--- config.mk ---
export PLATFORM = sky130hd
export DESIGN_NAME = stage_counter
export DESIGN_NICKNAME = d
export VERILOG_FILES = /design/src/rtl/stage_pkg.sv /design/src/rtl/stage_onehot_dec.sv /design/src/rtl/stage_counter.sv
export SDC_FILE = /design/constraint.sdc
export NUM_CORES = 1
export LEC_CHECK = 0
export BUFFER_PORTS_ARGS = -buffer_cell sky130_fd_sc_hd__clkbuf_2
export CORE_AREA = 2 2 39 41
export DETAILED_ROUTE_END_ITERATION = 16
export DIE_AREA = 0 0 41 43
export PLACE_DENSITY_LB_ADDON = 0.2
export SLEW_MARGIN = 0
export SYNTH_ARGS = -nofsm -noshare
export SYNTH_HDL_FRONTEND = slang
export SYNTH_SLANG_ARGS = --single-unit
--- constraint.sdc ---
create_clock -name clk -period 1.1 [get_ports clk]
set_input_delay 0.22 -clock clk [delete_from_list [all_inputs] [get_ports clk]]
set_output_delay 0.22 -clock clk [all_outputs]
set_load 0.02 [all_outputs]
--- src/rtl/stage_pkg.sv ---
// Shared stage codes for the multi-cycle core sequencer and its control FSM.
package stage_pkg;

  localparam int STG_W       = 3;
  localparam int STG_IDLE    = 0;
  localparam int STG_FETCH   = 1;
  localparam int STG_DECODE  = 2;
  localparam int STG_EXECUTE = 3;
  localparam int STG_MEM     = 4;
  localparam int STG_WB      = 5;

  // True when a stage code lies inside the active FIRST..LAST window.
  function automatic logic stg_in_range(input int code, input int first, input int last);
    if ((code >= first) && (code <= last)) begin
      return 1'b1;
    end else begin
      return 1'b0;
    end
  endfunction

endpackage

--- src/rtl/stage_onehot_dec.sv ---
// Combinational one-hot decoder for a stage code; codes >= N decode to all-zero.
module stage_onehot_dec
  import stage_pkg::*;
#(
  parameter int WIDTH = STG_W,
  parameter int N     = STG_WB + 1
) (
  input  logic [WIDTH-1:0] code,
  output logic [N-1:0]     onehot
);

  // Bit k is set only when the code equals k.
  always_comb begin
    onehot = '0;
    for (int k = 0; k < N; k++) begin
      onehot[k] = (int'(code) == k);
    end
  end

endmodule

--- src/rtl/stage_counter.sv ---
// Free-running pipeline-stage sequencer FIRST..LAST with decoded flags and wrap pulse.
// Optional stage hold input enabled by defining STAGE_CNT_STALL_EN.
module stage_counter
  import stage_pkg::*;
#(
  parameter int WIDTH     = STG_W,
  parameter int FIRST     = STG_FETCH,
  parameter int LAST      = STG_WB,
  parameter int RESET_VAL = STG_IDLE
) (
  input  logic             clk,
  input  logic             reset,
`ifdef STAGE_CNT_STALL_EN
  input  logic             stall,
`endif
  output logic [WIDTH-1:0] out,
  output logic [LAST:0]    stage_oh,
  output logic             first_o,
  output logic             last_o,
  output logic             wrap_o
);

  localparam logic [WIDTH-1:0] FIRST_C = WIDTH'(FIRST);
  localparam logic [WIDTH-1:0] LAST_C  = WIDTH'(LAST);
  localparam logic [WIDTH-1:0] RESET_C = WIDTH'(RESET_VAL);

  logic [WIDTH-1:0] next_s;
  logic             wrap_next_s;
  logic             stall_s;
  logic             in_range_s;

`ifdef STAGE_CNT_STALL_EN
  assign stall_s = stall;
`else
  assign stall_s = 1'b0;
`endif

  assign in_range_s = stg_in_range(int'(out), FIRST, LAST);

  // Next stage: out-of-window codes (reset value, illegal) recover to FIRST regardless of stall.
  always_comb begin
    next_s      = out;
    wrap_next_s = 1'b0;
    if (!in_range_s) begin
      next_s      = FIRST_C;
      wrap_next_s = 1'b0;
    end else if (stall_s) begin
      next_s      = out;
      wrap_next_s = 1'b0;
    end else if (out == LAST_C) begin
      next_s      = FIRST_C;
      wrap_next_s = 1'b1;
    end else begin
      next_s      = out + WIDTH'(1);
      wrap_next_s = 1'b0;
    end
  end

  // Stage and wrap registers; reset aborts the sequence immediately.
  always_ff @(posedge clk or negedge reset) begin
    if (!reset) begin
      out    <= RESET_C;
      wrap_o <= 1'b0;
    end else begin
      out    <= next_s;
      wrap_o <= wrap_next_s;
    end
  end

  assign first_o = (out == FIRST_C);
  assign last_o  = (out == LAST_C);

  stage_onehot_dec #(
    .WIDTH(WIDTH),
    .N    (LAST + 1)
  ) u_dec (
    .code  (out),
    .onehot(stage_oh)
  );

endmodule

==> impl_metrics.toml <==
[run_status]
status = "finished with violations"
violations = "negative setup slack"

[setup_path]
r2r-start = "out[0]$_DFF_PN0_"
worstSetupPathType = "flop to primary output"
worstPathArrival_ps = 1160
r2r-end = "out[2]$_DFF_PN0_"
critical_path_required_ps = 880
end_kind = "primary output"
path_max_fanout = 7
cpMaxStageDelayCell = "dfrtp_2"
startpoint_type = "flop"
reg2reg_depth = 3
crit_chain = "nor3_2 > clkbuf_2"
r2r_slack_ps = -20
cpPeakStageDelay_ps = 470

[pwr]
irDropWorstVdd_mv = 0.4049
p_per_area_nw_per_um2 = 623.9
p_leak_nw = 0.2616
p_int_mw = 0.2875
p_total_mw = 0.3497
sw_frac_of_total_pct = 17.79
clock_power_share_pct = 55.8
seq_power_share_pct = 42.3
comb_power_share_pct = 1.9
p_sw_mw = 0.06221

[floorplanning]
fp.dieW_microns = 41
initial_core_util_pct = 17.99
core_sq_um = 1384
ios = 14
die-area_sq_um = 1763
die_h_microns = 43
std_cell_rows = 14

[cells_and_area]
final_nets = 51
drive_above_1_share_pct = 89.36
insertedDiodeCount = 0
synthToLayoutAreaGrowth_pct = 125.1

[global_routing]
grt.total_usage_pct = 9.284
grt_overflow = 0
grt_pass1_vias = 257
grt_pass1_wl_microns = 1021
antenna_found_initial = 0
grt_start_max_net_pins = 8

[placed_design]
io_buffers = 13
gp_congestion = 0.6541
dp.final_hpwl_microns = 423.6
pre_cts_ws_ps = -64.79

[yosys]
synth.most_common_cell = "dfrtp_1"
synth_top_area_share_pct = 40.20
ys.flop_type = "dfrtp_1"
synthTopCellsByCount = "dfrtp_1 (4), buf_4 (3), nor3_2 (3)"
synthCells = 22
ys_ff_latch = 4
synth_area_leader_cell = "dfrtp_1"
seq_area_frac_synth_pct = 40.20
synth_edf_count = 0
synthDistinctLibCells = 13
avgSynthCellArea_sq_um = 11.32
synthArstFlopShare_pct = 100.0
yosysWarnings = 0
ys_top_cells_by_area = "dfrtp_1 (40%), nor3_2 (12%), nor3b_2 (10%), buf_4 (9.0%), ha_1 (5.0%)"
syn_nets = 25
netlist_area_sq_um = 249.0

[timing]
tightest_slew_ps = 198.5
holdWs_ps = 325.0
slew_headroom_pct = 86.69
setup_tns_ps = -2294
report.final.slew_viol_count = 0
rsz0062_at_grt = "true"
setup_viol = 11
hold_viol = 0
skew_ps = 4.362
fin_ws_ps = -275.4
fin_crit_ps = 1375
fmax_mhz = 727.1
fin_crit_sh_pct = 125.0

[routing]
vias = 252
remaining_drc_errors = 0
drt_iter0_markers = 1
firstDrtPassIters = 2
via_per_inst = 4.000
final_antenna_net_count = 0
wl_microns = 609
wl_per_cell_microns = 9.667

[clock_tree]
clk_latency_ps = 230
root_buffer = "clkbuf_4"
cts-htree-levels = 1
cts.sink_count = 4
path_clk_slew_ps = 40
cts_buffer_depth = 2
cts_tree = "done"
cts_inserted_buffers = 3

[flow_run]
cap_violations = 0

[hold_path]
min-delay-path-class = "input pin to async pin"
[critical path: cells and delay by family, from the launching register on]
family	cells	cell delay, ps
AND/OR/NAND/NOR	1	250
flip-flops	1	470
buffers and inverters	1	210
[placed cells by master (no fill, tap or decap), types with 2 or more instances in the layout]
master,count
clkbuf_2,3
buf_8,3
buf_6,7
clkbuf_4,3
dfrtp_2,3
nor3_2,3
buf_4,9
nor3b_2,2
clkbuf_8,2
[how the worst max path moves through the flow]
stage / from / depth (start not counted) / endpoint / slack (ps)
2_1_floorplan: out[1]$_DFF_PN0_ / 3 / stage_oh[5] / -190
3_3_place_gp: out[1]$_DFF_PN0_ / 3 / stage_oh[3] / -50
3_5_place_dp: out[0]$_DFF_PN0_ / 3 / stage_oh[3] / -60
4_1_cts: out[1]$_DFF_PN0_ / 3 / stage_oh[3] / -290
5_1_grt: out[1]$_DFF_PN0_ / 2 / stage_oh[0] / -320
6_report: out[1]$_DFF_PN0_ / 2 / stage_oh[0] / -280
[sequential cells by signal, summed over array words and instances (netlist names)]
name    cells
out         3
wrap_o      1
[cells by family after synthesis]
kind of cell	after synthesis	share of synthesized area, %
buf+inv	5	15.07
fa+ha+maj	1	5.024
simple gates	10	33.17
flops	4	40.20
compound gates	1	3.016
xor+xnor	1	3.518
[through the flow]
stage | std cells | instance area [sq um] | util, %
floorplan | 22 | 281.5 | -
detailed placement | 52 | 362.8 | 26.22
CTS | 61 | 518.0 | 37.43
finish | 63 | 560.5 | 40.51
global route | 63 | 560.5 | 40.51
global placement | 52 | 362.8 | 26.22
[layout make-up]
| cell class | count | area (sq um) |
|---|---|---|
| fillers | 145 | 823.3 |
| repair buffers | 25 | 244.0 |
| multi-input cells | 13 | 160.2 |
| flip-flops and latches | 4 | 103.9 |
| clock buffers | 4 | 26.28 |
| well taps | 16 | 20.02 |
| inverters | 1 | 6.256 |
[power groups by stage]
stage	logic (mW)	clock network [mW]	registers, mW
floorplan	0.0000000702	0	0.150
global placement	0.00390	0	0.150
detailed placement	0.00424	0	0.150
CTS	0.00702	0.204	0.148
global route	0.00796	0.218	0.148
finish	0.00664	0.195	0.148
[layer usage]
metal / share of wire, % / GRT usage [%] / wire length [microns] / up-vias
li1: - / - / - / 120
met1: 37 / 9.477 / 227 / 120
met2: 55 / 13.13 / 332 / 10
met3: 5.6 / 3.141 / 34 / 2
met4: 2.3 / 10.00 / 14 / 0
met5: 0 / 0 / 0 / -
[timing repair]
item	4_1_cts	5_1_grt
hold endpoints to repair	4	0
gates resized for setup	20	15
cloned	0	0
setup endpoints to repair	11	13
hold buffers	1	0
pin swaps	4	1
buffers inserted	4	3
Power figures use the tool's default switching activity.
